$ cat src/rtl/fib_stream.sv
// Fibonacci-class sequence generator with runtime seeds, term index output and
// signed-overflow detection (halt or wrap) behind a start/ready/valid/done interface.
module fib_stream #(
  parameter int WIDTH     = 32,
  parameter int CNT_WIDTH = 32
) (
  input  logic                        __clock,
  input  logic                        __reset,
  input  logic                        __start,
  input  logic signed [CNT_WIDTH-1:0] n,
  input  logic signed [WIDTH-1:0]     seed_a,
  input  logic signed [WIDTH-1:0]     seed_b,
  input  logic                        halt_on_ovf,
  input  logic                        __ready,
  output logic                        __valid,
  output logic                        __done,
  output logic signed [WIDTH-1:0]     __output_0,
  output logic signed [CNT_WIDTH-1:0] __output_1,
  output logic                        __overflow
);

  typedef enum logic [1:0] {IDLE, RUN, FIN} state_t;

  state_t               state;
  logic [WIDTH-1:0]     a;
  logic [WIDTH-1:0]     b;
  logic                 a_ovf;
  logic                 b_ovf;
  logic [CNT_WIDTH-1:0] cnt;
  logic [CNT_WIDTH-1:0] n_r;
  logic                 hof;

  logic [WIDTH-1:0]     sum;
  logic                 add_ovf;
  logic                 slot_free;
  logic                 n_pos;

  always_comb begin
    sum       = a + b;
    add_ovf   = (a[WIDTH-1] == b[WIDTH-1]) && (sum[WIDTH-1] != a[WIDTH-1]);
    slot_free = !__valid || __ready;
    n_pos     = !n[CNT_WIDTH-1] && (n != '0);
  end

  always_ff @(posedge __clock) begin
    if (!__reset) begin
      state      <= IDLE;
      __valid    <= 1'b0;
      __done     <= 1'b0;
      __overflow <= 1'b0;
      __output_0 <= '0;
      __output_1 <= '0;
      a          <= '0;
      b          <= '0;
      a_ovf      <= 1'b0;
      b_ovf      <= 1'b0;
      cnt        <= '0;
      n_r        <= '0;
      hof        <= 1'b0;
    end else if (__start) begin
      a          <= seed_a;
      b          <= seed_b;
      a_ovf      <= 1'b0;
      b_ovf      <= 1'b0;
      cnt        <= '0;
      n_r        <= n;
      hof        <= halt_on_ovf;
      __overflow <= 1'b0;
      __valid    <= 1'b0;
      __done     <= 1'b0;
      state      <= n_pos ? RUN : FIN;
    end else begin
      case (state)
        IDLE: begin
          __valid <= 1'b0;
          __done  <= 1'b0;
        end
        RUN: begin
          if (slot_free) begin
            // The done beat is presented on the same edge that enters FIN, so it
            // follows the last data beat without a bubble.
            if (cnt == n_r) begin
              __valid <= 1'b1;
              __done  <= 1'b1;
              state   <= FIN;
            end else if (a_ovf && hof) begin
              __overflow <= 1'b1;
              __valid    <= 1'b1;
              __done     <= 1'b1;
              state      <= FIN;
            end else begin
              __valid    <= 1'b1;
              __done     <= 1'b0;
              __output_0 <= a;
              __output_1 <= cnt;
              __overflow <= __overflow | a_ovf;
              a          <= b;
              b          <= sum;
              a_ovf      <= b_ovf;
              b_ovf      <= add_ovf | a_ovf | b_ovf;
              cnt        <= cnt + {{(CNT_WIDTH-1){1'b0}}, 1'b1};
            end
          end
        end
        FIN: begin
          // Entered straight from a start with n <= 0: the done beat is not yet up.
          if (!__valid) begin
            __valid <= 1'b1;
            __done  <= 1'b1;
          end else if (__ready) begin
            __valid <= 1'b0;
            __done  <= 1'b0;
            state   <= IDLE;
          end
        end
        default: state <= IDLE;
      endcase
    end
  end

endmodule

$ cat config.mk
export PLATFORM = sky130hd
export DESIGN_NAME = fib_stream
export DESIGN_NICKNAME = d
export VERILOG_FILES = /design/src/rtl/fib_stream.sv
export SDC_FILE = /design/constraint.sdc
export NUM_CORES = 1
export LEC_CHECK = 0
export ABC_AREA = 1
export CAP_MARGIN = 10
export CORE_ASPECT_RATIO = 1.75
export CORE_MARGIN = 2
export CORE_UTILIZATION = 46
export DETAILED_ROUTE_END_ITERATION = 8
export GPL_TIMING_DRIVEN = 0
export PLACE_DENSITY_LB_ADDON = 0.05
export SLEW_MARGIN = 5
export SYNTH_ARGS = -nofsm -noshare
export SYNTH_HDL_FRONTEND = slang
export SYNTH_SLANG_ARGS = --single-unit
$ cat constraint.sdc
create_clock -name __clock -period 3.2 [get_ports __clock]
set_clock_uncertainty 0.15 [all_clocks]
set_input_delay 0.64 -clock __clock [delete_from_list [all_inputs] [get_ports __clock]]
set_output_delay 0.64 -clock __clock [all_outputs]
set_load 0.02 [all_outputs]
* Word level (Yosys, flattened, before mapping) *
Index checks and enable logic that the tools add are counted.

storage, ports and cells
  register bits = 200
  output and inout bits = 67
  logic and storage cells = 84

operators by class
  $add $sub $neg = 2
  equal/unequal tests = 14
  mux-type cells = 29
  bitwise operators = 7
  reductions and logical operators = 19

operators with widths
  operator               number
  $mux 32                10
  $add 32x1->32 const B  1
  $add 32x32->32         1
  $eq 32x32->1           1
  $reduce_bool 32->1     1
  $mux 2                 7
  $ne 3x3->1 const B     4
  $reduce_and 5->1       2
  $mux 1                 9
  $ne 2x2->1 const B     4
  $reduce_and 4->1       2
  $pmux 1 s3             2
  $pmux 2 s3             1
  $reduce_and 3->1       2
  $ne 4x4->1 const B     1
  $not 1->1              4
  $reduce_bool 2->1      2
  $logic_and 1x1->1      3
  $or 1x1->1             3
  $reduce_bool 3->1      1
  $eq 2x1->1 const B     1
  $eq 2x2->1 const B     1
  $logic_not 1->1        2
  $logic_not 2->1        1
  5 further kinds        5

* Longest topological paths before layout *
Gate-level depths: netlist of the first run.

  depth in word-level cells = 6
  mapped depth = 17
  mapped depth without buffers = 17

* Least setup slack after synthesis of the first run *
OpenSTA, ideal clock, no wires.

  path type = flip-flop to flip-flop
  start point = reg a[0]
  end point = reg b[28]
  setup time = 0.128 ns
  arrival = 1.859 ns
  required time = 2.922 ns
  slack = 1.063 ns
  stages on the path, launching flop included = 18
  path buffers = 0
  cell sequence = dfxtp_1 -> ha_1 -> inv_1 -> fa_1 -> inv_1 -> nand3_1 -> nand2_1 -> nand2_1 -> nand2_1 -> nand2_1 -> nand2_1 -> nand2_1 -> nand2_1 -> nand2_1 -> nand2_1 -> nor2_1 -> nor2_1 -> nor2_1

between the ends
  longest elaborated chain between the ends = 6

RTL lines
  what                    line  text
  start, declared         25    logic [WIDTH-1:0] a;
  start signal, assigned  53    a <= '0;
  start signal, assigned  61    a <= seed_a;
  start signal, assigned  97    a <= b;
  $add 32x32->32          39    sum = a + b;
  $mux 32                 86    end else if (a_ovf && hof) begin
  $mux 32                 82    if (cnt == n_r) begin
  $mux 32                 79    if (slot_free) begin
  $mux 32                 73    case (state)
  $mux 32                 60    end else if (__start) begin
  end signal, assigned    98    b <= sum;
  end, declared           26    logic [WIDTH-1:0] b;

No other way between the ends. The select of a mux whose other input is x is not followed.
A chain may end at the register's enable or synchronous reset.

* Worst setup path in the final report of the first run *
  start point = in __start
  end point = reg n_r[6]

RTL lines
  what                  line  text
  start, declared       9     input logic __start,
  end signal, assigned  66    n_r <= n;
  end, declared         30    logic [CNT_WIDTH-1:0] n_r;

No word-level cell between the ends.

==> results.md, run 1 <==
- Least-Margin Pin Slew: 932 ps
- Gpl congestion: 1.03
- Setup Buffers After CTS: 0
- Met3 routed WL: 1.38 mm
- Hold Buf Count CTS: 0
- Worst Min Path Start: __output_1[20]
- Setup violators final: 0
- Avg Inst Size Synth: 6.35 um^2
- TritonCTS clock tree: built
- Core Rows: 78
- Commonest non-fill, non-tap cell in the layout: nand2_1
- Startpoint types: input port
- Die Area: 27300 um^2
- CP required: 3370 ps
- Worst-case clock buffer depth: 2
- Fin util: 0.568
- Root buf cell: clkbuf_16
- Syn Inst Count: 1883
- WL final: 46.1 mm
- WHS Endpoint: __output_1[20]
- 1st-iter DRT viols: 652
- Antenna-violating nets left: 0
- PD cells: 404 nW/um^2
- VDD IR max: 0.000427 V
- Register area: 4000 um^2
- Proportion of layout cells with a drive suffix above 1: 0.0581
- Crit path from: __start
- DRT Pass-1 Iters: 5
- Post_cts resized: 0
- Top Layer Used: met4
- Die W: 126 um
- Initial antenna violation count: 0
- Run status: complete, no violations
- Initial Util: 0.464
- Synth top area cells: dfxtp_1 33%, nand2_1 21%, a21oi_1 8.0%
- Area of the multi-input gates: 6720 um^2
- R2r setup slk: 400 ps
- Core area: 25800 um^2
- Crit end category: register
- CTS Buf Count: 17
- Relative slew slack: 0.379
- Synth Warn #: 0
- R2R cell count: 17
- Yosys reg bits: 200
- GRT Total Usage: 0.333
- Largest net degree at the start of global routing: 18
- Reg2reg start: a[0]
- # clock sinks: 200
- RSZ-0062 raised after global routing: no
- Critical path peak fanout: 10
- Final min period: 2850 ps
- Max Cap Violations: 0
- DR vias/cell: 5.26
- Wire length on met1: 15.1 mm
- Biggest area consumer among synthesized cells: dfxtp_1
- Post-synth top area share: 0.335
- Grt total ovfl: 0
- Mapped Area: 12000 um^2
- CP Class: input port to register
- Crit path DAT: 3020 ps
- Hold_ws: 314 ps
- Most frequent cells in the layout: 668 x nand2_1, 200 x dfxtp_1, 192 x a21oi_1
- First-pass GRT wire length: 68.1 mm
- Vias in the first global route: 12300
- Fin. Hold Viols: 0
- Fin nets: 2206
- Number of remaining DRC errors: 0
- Synth cell types: 36
- RR Endpoint: b[28]
- Clock transition at path regs: 70 ps
- Setup ws final: 346 ps
- N_diodes: 0
- Num ports: 168
- Worst skew pair latency: 470 ps
- Filler instances: 2667
- Tcrit/Tclk final: 0.892
- Slew Viols, Final: 0
- Number of buffers added on ports: 166
- DP HPWL: 37.7 mm
- Mapped Nets: 2021
- Worst hold stages: 2
- DR WL/cell: 19.2 um
- Hold Path Class: register to register
- FMAX: 350 MHz
- Die Y: 217 um
- Htree depth: 4
- Synth-to-layout area growth: 22.4%
- Vias: 12600
- Place WS: -108 ps
- P_leak: 6.27 nW
- Seq/Total Area, Yosys: 0.335
- Met2 WL: 25.6 mm
-- logic make-up after synthesis --
family                     after synthesis  synth area share
muxes                                    1          0.000837
AOI/OAI and AO/OA                      247             0.105
buffers and inverters                  282             0.103
and+or+nand+nor                       1057             0.374
adders and majority gates               37            0.0394
xor gates and xnor gates                59            0.0432
DFF                                    200             0.335
-- registers in the layout, indices dropped and copies added, names as in the netlist, 2 cells and up --
signal	flops
cnt	32
n_r	32
state	2
b	32
a	32
__output_1	32
__output_0	32
-- where the power goes --
part	switching (mW)	leakage, nW	total (mW)	internal [mW]
Sequential	0.0758	1.63	2.65	2.58
Clock	1.06	0.287	2.32	1.26
Combinational	0.578	4.36	0.944	0.366
-- per-layer routing --
layer	up-vias	global-route usage
met2	369	0.662
li1	6361	-
met4	0	0.273
met3	167	0.0411
met1	5728	0.287
met5	-	0
-- critical path, cell delays in order --
cell      delay (ps)
clkbuf_1         350
clkbuf_1         590
buf_1            650
clkbuf_1         640
a21oi_1          150
-- cell usage after synthesis --
master      n
xnor2_1    36
nor3_1     21
a21oi_1   192
xor2_1     23
dfxtp_1   200
buf_2      38
nand3_1   154
clkinv_1    1
ha_1       36
a31oi_1     1
a211oi_1    1
nand4_1    16
buf_4       4
clkbuf_1   45
o21ai_0    48
inv_2       4
nand3b_1    7
nor2_2      2
nand3_2    23
buf_1      15
nor2_1    143
or2_2       7
buf_8       1
o21bai_1    4
and2_1      2
inv_1     165
buf_6       6
nand2_4     1
nor3b_1     2
nand4_2     1
nor4_1     10
fa_1        1
a21o_1      1
mux2i_1     1
nand2_1   668
buf_12      3
-- cell type report --
cell class / count / area share
Inverter: 170 / 0.0436
Sequential cell: 200 / 0.274
Buffer: 112 / 0.0402
Timing Repair Buffer: 166 / 0.114
Clock buffer: 19 / 0.0303
Clock inverter: 13 / 0.0115
Tap cell: 320 / 0.0274
Multi-Input combinational cell: 1401 / 0.460
-- per-stage QoR --
stage / instance area, um^2 / instances / setup TNS (ps) / power (mW)
finish: 14600 / 2401 / 0 / 5.91
global placement: 14000 / 2369 / -944 / 3.63
floorplan: 12000 / 1883 / 0 / 3.25
global route: 14600 / 2401 / 0 / 6.10
detailed placement: 14000 / 2369 / -1290 / 3.65
CTS: 14600 / 2401 / 0 / 5.92
-- worst max path at each step --
| stage | end | slack, ps | depth (start not counted) |
|---|---|---|---|
| final | n_r[6] | 350 | 5 |
| after global routing | cnt[20] | 160 | 7 |
| after CTS | cnt[20] | 370 | 7 |
| after detailed placement | cnt[20] | -110 | 7 |
| after global placement | cnt[20] | -110 | 7 |
| after floorplan | b[28] | 1060 | 17 |
(Power assumes the default switching activity.)
==> run 2, diff against run 1 <==
- CORE_ASPECT_RATIO: 1.75 -> 0.75
==> run 2 against run 1 <==
Effect of this change:
- hold slack gained 1.9 ps
- design area grew 0.15%
- global-route usage shrank 1.2 points
- utilization grew 0.20 points
- sequential power is essentially flat
- sequential share of layout area is essentially flat
- critical path depth is the same
- routed wire length shrank 5.3%
==> results.md, run 2 (synthesis results as in run 1) <==
- Run status: complete, no violations (unchanged)
- CP Depth: 5 (unchanged)
- Hold Path Class: register to register (unchanged)
- Bufs and invs on worst path: 4 (unchanged)
- Proportion of layout cells with a drive suffix above 1: 0.0586 (was 0.0581)
- Gpl congestion: 0.950 (was 1.03)
- Slowest cell on the critical path: buf_1 (unchanged)
- PD cells: 400 nW/um^2 (was 404 nW/um^2)
- Least-Margin Pin Slew: 959 ps (was 932 ps)
- Most frequent cells in the layout: 668 x nand2_1, 200 x dfxtp_1, 192 x a21oi_1 (unchanged)
- WL final: 43.7 mm (was 46.1 mm)
- Hold Buf Count CTS: 0 (unchanged)
- DR vias/cell: 5.28 (was 5.26)
- Tcrit/Tclk final: 0.910 (was 0.892)
- Htree depth: 4 (unchanged)
- Worst stage delay on the critical path: 710 ps (was 650 ps)
- Fin. Hold Viols: 0 (unchanged)
- Die Y: 144 um (was 217 um)
- Crit path from: __start (unchanged)
- End of the critical path: n_r[6] (unchanged)
- Core area: 25700 um^2 (was 25800 um^2)
- Post_cts resized: 0 (unchanged)
- DP HPWL: 34.6 mm (was 37.7 mm)
- Antenna-violating nets left: 0 (unchanged)
- Slew Viols, Final: 0 (unchanged)
- Setup Buffers After CTS: 0 (unchanged)
- 1st-iter DRT viols: 1386 (was 652)
- Reg2reg start: a[0] (unchanged)
- Root buf cell: clkbuf_16 (unchanged)
- Crit end category: register (unchanged)
- Most frequent CP cell: clkbuf_1 (unchanged)
- DRT Pass-1 Iters: 5 (unchanged)
- Vias: 12800 (was 12600)
- Cells after DPL: 2393 (was 2369)
- Initial antenna violation count: 0 (unchanged)
- Grt total ovfl: 0 (unchanged)
- VDD IR max: 0.000382 V (was 0.000427 V)
- Number of remaining DRC errors: 0 (unchanged)
- Relative slew slack: 0.361 (was 0.379)
- R2R cell count: 17 (unchanged)
- Die Area: 27300 um^2 (about the same)
- GRT Total Usage: 0.321 (was 0.333)
- P_leak: 6.28 nW (was 6.27 nW)
- Critical path peak fanout: 10 (unchanged)
- Fin nets: 2206 (unchanged)
- TritonCTS clock tree: built (unchanged)
- Synth-to-layout area growth: 22.6% (was 22.4%)
- Crit-path leading delay family: buffers and inverters (unchanged)
- Commonest non-fill, non-tap cell in the layout: nand2_1 (unchanged)
- Final instance area: 14600 um^2 (about the same)
- Num ports: 168 (unchanged)
- Largest net degree at the start of global routing: 20 (was 18)
- Worst skew pair latency: 460 ps (was 470 ps)
- R2r setup slk: 460 ps (was 400 ps)
- RSZ-0062 raised after global routing: no (unchanged)
- Max Cap Violations: 0 (unchanged)
- Core Rows: 51 (was 78)
- Fin util: 0.570 (was 0.568)
- Non-Filler Instances: 2426 (was 2401)
- Number of buffers added on ports: 166 (unchanged)
- DR WL/cell: 18.0 um (was 19.2 um)
- RR Endpoint: b[30] (was b[28])
- Die W: 190 um (was 126 um)
- Startpoint types: input port (unchanged)
- CP required: 3370 ps (about the same)
- First-pass GRT wire length: 66.2 mm (was 68.1 mm)
- Crit path DAT: 3080 ps (was 3020 ps)
- FMAX: 343 MHz (was 350 MHz)
- Worst-case clock buffer depth: 2 (unchanged)
- CP Cell Sequence: clkbuf_1, clkbuf_1, buf_1, clkbuf_1, a21oi_1 (unchanged)
- # clock sinks: 200 (unchanged)
- Vias in the first global route: 11400 (was 12300)
- CTS Buf Count: 17 (unchanged)
- Clock transition at path regs: 80 ps (was 70 ps)
- CP Class: input port to register (unchanged)
- Final min period: 2910 ps (was 2850 ps)
- Setup violators final: 0 (unchanged)
- Initial Util: 0.465 (was 0.464)
- DP Area: 14000 um^2 (about the same)
## run 2: cell types whose count changed in the layout (fill, tap and decap cells not counted)
cell,before,now
clkinvlp_4,4,2
clkinv_8,0,2
inv_6,3,2
clkbuf_1,46,45
bufinv_16,3,1
diode_2,0,1
inv_8,0,4
## run 2: cell type report
class,instances,area (um^2)
clock buffers,18,439
plain buffers,112,588
diodes,1,2.50
inverters,170,638
fillers,2546,11100
flip-flops and latches,200,4000
repair buffers,166,1660
well taps,344,430
multi-input cells,1401,6720
clock inverters,14,163
## run 2: power breakdown
group	internal, mW	leakage [nW]	switching [mW]
registers	2.57	1.63	0.0797
logic	0.367	4.36	0.577
clock network	1.14	0.290	1.13
## run 2: metrics by stage
stage               worst slack [ps]  TNS (ps)  total power [mW]  hold slack (ps)
finish                           288         0              5.86              316
global route                     182         0              6.06              329
CTS                              335         0              5.86              317
detailed placement              -136     -1200              3.63              305
global placement                -145     -1350              3.62              302
floorplan                       1060         0              3.25              282
## run 2: worst min path at each step
stage                              start        endpoint  slack (ps)  depth (start not counted)
after global placement    __output_0[18]  __output_0[18]         300                          2
after detailed placement  __output_0[18]  __output_0[18]         300                          2
after floorplan                    b_ovf           b_ovf         280                          2
after CTS                  __output_0[6]   __output_0[6]         320                          2
final                      __output_0[6]   __output_0[6]         320                          2
after global routing       __output_0[7]   __output_0[7]         330                          2
## run 2: tightest hold or removal path: stages, from the launching register on
cell and delay [ps]:
dfxtp_1 310, nand2_1 60, a21oi_1 50
## run 2: metal layers
metal,vias up,GRT usage,routed length [um]
met2,584,0.433,16500
met3,30,0.0745,4600
li1,6350,-,-
met5,-,0,0
met4,0,0.0571,395
met1,5853,0.509,22200
==> run 3, diff against run 2 <==
- clock period: 3.2 -> 3.3 ns (I/O delays scaled with it)
==> results of run 3 <==
The final DEF is identical to that of run 2. Status: complete, no violations.
Main changes from that run: setup slack after placement -136 ps -> -55.6 ps; setup slack after layout 288 ps -> 368 ps; register-to-register setup slack 460 ps -> 560 ps; total power 5.86 mW -> 5.69 mW; worst IR drop on VDD 0.000382 V -> 0.000371 V
